`src/rtl/univ_shift_reg.sv`:
```
// Parametrised universal shift register: hold/shift/load/rotate/clear with a
// direction-agnostic per-word shift counter that pulses word_done every WIDTH shifts.
module univ_shift_reg #(
    parameter int               WIDTH     = 4,
    parameter logic [WIDTH-1:0] RESET_VAL = '0
) (
    input  logic                       clk,
    input  logic                       reset,
    input  logic                       en,
    input  logic [2:0]                 mode,
    input  logic [WIDTH-1:0]           pi,
    input  logic                       sir,
    input  logic                       sil,
    output logic [WIDTH-1:0]           po,
    output logic                       sor,
    output logic                       sol,
    output logic [$clog2(WIDTH)-1:0]   cnt,
    output logic                       word_done
);

    localparam int CW = $clog2(WIDTH);
    localparam logic [CW-1:0] LAST = CW'(WIDTH - 1);

    typedef enum logic [2:0] {
        HOLD = 3'b000,
        SR   = 3'b001,
        SL   = 3'b010,
        LOAD = 3'b011,
        ROR  = 3'b100,
        ROL  = 3'b101,
        CLR  = 3'b110,
        RSVD = 3'b111
    } mode_t;

    mode_t op;
    logic  is_shift;

    assign op       = mode_t'(mode);
    assign is_shift = (op == SR) || (op == SL) || (op == ROR) || (op == ROL);
    assign sor      = po[0];
    assign sol      = po[WIDTH-1];

    always_ff @(posedge clk) begin
        if (!reset) begin
            po        <= RESET_VAL;
            cnt       <= '0;
            word_done <= 1'b0;
        end else if (!en) begin
            word_done <= 1'b0;
        end else begin
            word_done <= 1'b0;
            case (op)
                SR:      po <= {sir, po[WIDTH-1:1]};
                SL:      po <= {po[WIDTH-2:0], sil};
                LOAD: begin
                    po  <= pi;
                    cnt <= '0;
                end
                ROR:     po <= {po[0], po[WIDTH-1:1]};
                ROL:     po <= {po[WIDTH-2:0], po[WIDTH-1]};
                CLR: begin
                    po  <= '0;
                    cnt <= '0;
                end
                default: po <= po;
            endcase
            // Counter wraps on the last shift of a word so consecutive words abut.
            if (is_shift) begin
                if (cnt == LAST) begin
                    cnt       <= '0;
                    word_done <= 1'b1;
                end else begin
                    cnt <= cnt + 1'b1;
                end
            end
        end
    end

endmodule

```
`config.mk`:
```
export PLATFORM = sky130hd
export DESIGN_NAME = univ_shift_reg
export DESIGN_NICKNAME = d
export VERILOG_FILES = /design/src/rtl/univ_shift_reg.sv
export SDC_FILE = /design/constraint.sdc
export NUM_CORES = 1
export LEC_CHECK = 0
export BUFFER_PORTS_ARGS = -buffer_cell sky130_fd_sc_hd__buf_2
export CAP_MARGIN = 20
export CORE_MARGIN = 4
export CORE_UTILIZATION = 35
export CTS_CLUSTER_SIZE = 40
export DETAILED_ROUTE_END_ITERATION = 6
export GPL_ROUTABILITY_DRIVEN = 0
export MAX_ROUTING_LAYER = met4
export SLEW_MARGIN = 10
export SYNTH_ARGS = -nofsm -noshare
export SYNTH_HDL_FRONTEND = slang
export SYNTH_SLANG_ARGS = --single-unit
```
`constraint.sdc`:
```
create_clock -name clk -period 1.34 [get_ports clk]
set_clock_uncertainty 0.2 [all_clocks]
set_input_delay 0.201 -clock clk [delete_from_list [all_inputs] [get_ports clk]]
set_output_delay 0.201 -clock clk [all_outputs]
set_load 0.02 [all_outputs]
```
## Yosys cells after proc, flatten, opt, wreduce, memory -nomap -nowiden

Cells that the tools add are included.

- Register bits after elaboration: 7
- Bits in latches: 0
- RAM bits: 0
- Bits in read-only memories: 0
- Input port bits: 12
- Memories: 0

- Add/subtract/negate cells: 1
- $mul: 0
- Divide/modulo/power cells: 0
- Order comparisons: 0
- Eq/ne operators: 7
- Shift-type cells: 0
- Muxes and demuxes: 5
- Bitwise gates (word level): 0
- Reductions and logical operators: 9

Operator list:

| operator | count |
|---|---|
| case mux 4 bit (6 select lines) | 1 |
| == test 3 bit, second input constant | 3 |
| == test 3 x 2 -> 1 bit, second input constant | 2 |
| 2-to-1 mux 2 bit | 3 |
| nonzero test 6 bit | 1 |
| AND reduction 2 bit | 2 |
| == test 3 x 1 -> 1 bit, second input constant | 1 |
| logical OR 1 bit | 3 |
| AND reduction 3 bit | 1 |
| adder 2 x 1 -> 2 bit, second input constant | 1 |
| == test 2 bit, second input constant | 1 |
| nonzero test 2 bit | 1 |
| OR reduction 2 bit | 1 |
| 2-to-1 mux 1 bit | 1 |

## Longest topological paths before layout

- Depth in word-level cells: 6
- Gate-level depth with buffers: 5
- Mapped depth without buffers: 4

## Worst setup path before layout

OpenSTA, ideal clock, no wires.

- Kind: input to register
- Start: in mode[0]
- End: reg po[1]
- Library setup time: 0.119 ns
- Arrival: 1.099 ns
- Required time: 1.021 ns
- Path slack: -0.078 ns
- Cell stages on the path: 4
- Buffers on the path: 1
- Cells stage by stage: buf_6 or3_4 and3_4 o221a_1

- Longest elaborated chain between the ends: 3
- Elaborated cells on any way between the ends: 9
- Those cells by class: 6 x eq/ne; 1 x mux; 2 x reduce/logical

RTL lines:

| element | RTL line | source |
|---|---|---|
| start, declared | 10 | `input logic [2:0] mode,` |
| == test 3 x 1 -> 1 bit (tied with other cells) | 52 | `case (op)` |
| nonzero test 6 bit (no source line) | - |  |
| AND reduction 2 bit (no source line) | - |  |
| end signal, assigned | 53 | `SR: po <= {sir, po[WIDTH-1:1]};` |
| end signal, assigned | 54 | `SL: po <= {po[WIDTH-2:0], sil};` |
| end signal, assigned | 56 | `po <= pi;` |
| end, declared | 14 | `output logic [WIDTH-1:0] po,` |

Parallel ways exist; a longest one is shown, timed or not.
A chain may end at the register's enable or synchronous reset.

## Worst setup path after layout

- Start: reg po[3]
- End: reg po[2]

- Longest elaborated chain between the ends: 1

RTL lines:

| element | RTL line |
|---|---|
| case mux 4 bit (6 select lines) | 52 |

No other way between the ends.

==> flow_metrics.py <==
metrics = {
    "timing": {
        "fin_crit_ns": 1.294,
        "slew_violations": 0,
        "max_slew_margin_pct": 75.86,
        "rsz0062_at_grt": "yes",
        "hold_violations": 0,
        "fmax_ghz": 0.7727,
        "setup_violations": 0,
        "period_share_pct": 96.58,
        "tightest_slew_ns": 0.3576,
    },
    "logic_synthesis": {
        "synth_nets": 74,
        "syn_area_um2": 508.0,
        "synth_ff_type": "dfxtp_1",
        "syn_inst": 61,
        "yosysWarnings": 0,
        "seq_area_frac_synth_pct": 27.59,
        "synth_cell_types": 33,
        "synth_edf_count": 0,
        "syn_area_per_cell_um2": 8.328,
        "synthArstFlopShare_pct": 0,
        "ys_seq_elements": 7,
    },
    "worst_setup_path": {
        "cp.arrival_ns": 1.24,
        "crit_path_end_kind": "flop",
        "critPathKind": "reg -> reg",
        "worstPathMaxFanout": 2,
        "crit_path_start_kind": "flop",
        "critical_path_required_ns": 1.29,
    },
    "finish": {
        "post-route-util_pct": 54.13,
        "final_nets": 104,
        "diodes": 0,
        "drive_gt1_share_pct": 51.11,
        "stdcell_count": 105,
        "area_growth_pct": 42.12,
    },
    "placement": {
        "numPortBuffers": 20,
        "dpl.cell_count": 100,
        "hpwl_um": 1050,
    },
    "floorplan": {
        "die_h_um": 46.10,
        "start_util_pct": 38.09,
        "core_mm2": 0.001334,
        "die_w_um": 46.10,
        "ios": 21,
        "die_area_mm2": 0.002125,
        "rows": 13,
    },
    "global_route": {
        "grt_pass1_wl_um": 2187,
        "antenna_found_initial": 0,
        "grt_usage_pct": 15.03,
        "grt_max_degree": 9,
        "grt.overflow.total": 0,
        "grt_pass1_vias": 527,
    },
    "power_and_ir_drop": {
        "seqPwrFrac_pct": 38.2,
        "p_switching_uw": 187.2,
        "power.internal_uw": 424.1,
        "power_density_mw_per_mm2": 846.6,
        "switching_share_pct": 30.62,
        "ir_drop_v": 0.0005801,
        "clockPowerShare_pct": 31.6,
        "combPwrFrac_pct": 30.2,
        "p_leak_uw": 0.0003330,
    },
    "clock_network": {
        "cts_tree": "done",
        "clk_path_buf_depth": 2,
        "htreeDepth": 1,
        "cts-root-buf": "clkbuf_4",
        "insertion_delay_ns": 0.25,
        "cts_sinks": 7,
        "cts.clk_slew.worst_paths_ns": 0.06,
        "cts_hold_buf": 0,
        "cts_made_buffers": 3,
    },
    "route": {
        "vias_per_cell": 5.419,
        "drc": 0,
        "ant_nets": 0,
        "detail_route.wl_per_cell_um": 12.72,
        "drt_iter0_markers": 11,
        "vias": 569,
        "drt_first_pass_iters": 4,
        "drt_wl_total_um": 1336,
    },
    "run_status": {
        "status": "finished clean",
    },
    "min_path": {
        "hold_path.class": "in -> reg",
    },
    "job": {
        "cap_viol_max_count": 0,
    },
}
-- placed cells by master (no fill, tap or decap), drive strengths merged, types with 2 or more instances in the layout --
cell    netlist  final
buf           6     31
a211oi        2      2
o21ai         3      3
mux2          2      2
and3          4      4
a21oi         2      2
nand2         7      7
nor2          2      2
a22oi         2      2
nand3         7      7
clkbuf        0      4
dfxtp         7      7
-- final cells by class --
type                            count  area [um^2]
Timing Repair Buffer               31        186.4
Multi-Input combinational cell     47        340.3
Fill cell                         151        611.8
Inverter                            1        3.754
Clock buffer                        4        26.28
Sequential cell                     7        146.4
Tap cell                           15        18.77
-- worst paths after layout --
check | from | to | slack (ns) | depth (start not counted)
min reg2reg | cnt[1] | cnt[1] | 0.30 | 2
max | po[3] | po[2] | 0.05 | 4
max reg2reg | po[3] | po[2] | 0.05 | 4
min | en | word_done | 0.03 | 3
-- metal layers --
layer / track usage, % / vias up / part of all wire [%]
li1: - / 293 / -
met3: 7.422 / 0 / 6.4
met5: - / - / 0
met4: 3.977 / 0 / 0
met1: 18.46 / 259 / 46
met2: 21.70 / 17 / 48
-- cells in the mapped netlist, types with 2 or more instances --
cell | instances | area share (%)
a211oi_1 | 2 | 3.0
a21oi_1 | 2 | 2.0
a22oi_1 | 2 | 3.0
and3_1 | 3 | 3.7
buf_2 | 2 | 2.0
buf_4 | 3 | 4.4
dfxtp_1 | 7 | 28
mux2_2 | 2 | 4.4
nand2_1 | 7 | 5.2
nand3_1 | 6 | 5.9
nor2_1 | 2 | 1.5
o21ai_0 | 2 | 2.0
-- stage by stage --
step / cell area [um^2] / hold slack [ns] / power, uW / setup slack, ns / setup TNS (ns)
final: 721.9 / 0.03196 / 611.2 / 0.04588 / 0
after global routing: 721.9 / 0.03341 / 646.0 / -0.004945 / -0.004945
after CTS: 686.9 / 0.02378 / 603.5 / 0.01700 / 0
after detailed placement: 660.6 / 0.2838 / 410.3 / -0.1420 / -0.6831
after global placement: 660.6 / 0.2808 / 407.9 / -0.1309 / -0.6111
after floorplan: 510.5 / 0.1154 / 342.0 / -0.006806 / -0.006806
-- what timing repair did --
item,in CTS,in global routing
setup endpoints to repair,0,4
buffers inserted,0,1
gates resized for setup,0,7
-- flip-flops by register name, indices dropped and copies added, names as in the netlist --
signal / flops
cnt: 2
po: 4
word_done: 1
-- logic make-up (layout without fill, tap and decap cells) --
family,Yosys count,after routing,synth area share (%)
AO/OA/AOI/OAI,19,19,27.83
XOR/XNOR,1,1,1.724
adder cells (fa/ha/maj),1,1,2.463
buffers and inverters,7,36,9.359
flip-flops,7,7,27.59
multiplexers,2,2,4.433
AND/OR/NAND/NOR,24,24,26.61
-- power by group through the flow --
| stage | Sequential (uW) | Combinational, uW | Clock (uW) |
|---|---|---|---|
| 2_1_floorplan | 252 | 90.1 | 0 |
| 3_3_place_gp | 237 | 170 | 0 |
| 3_5_place_dp | 237 | 173 | 0 |
| 4_1_cts | 234 | 174 | 196 |
| 5_1_grt | 236 | 202 | 208 |
| 6_report | 233 | 185 | 193 |
-- critical path: stages (launching register included) --
cell and delay (ns):
dfxtp_2 0.32, mux2_2 0.27, a22oi_2 0.11, a21oi_1 0.08, a31o_1 0.21
No activity file was read; power rests on OpenSTA's default activity.
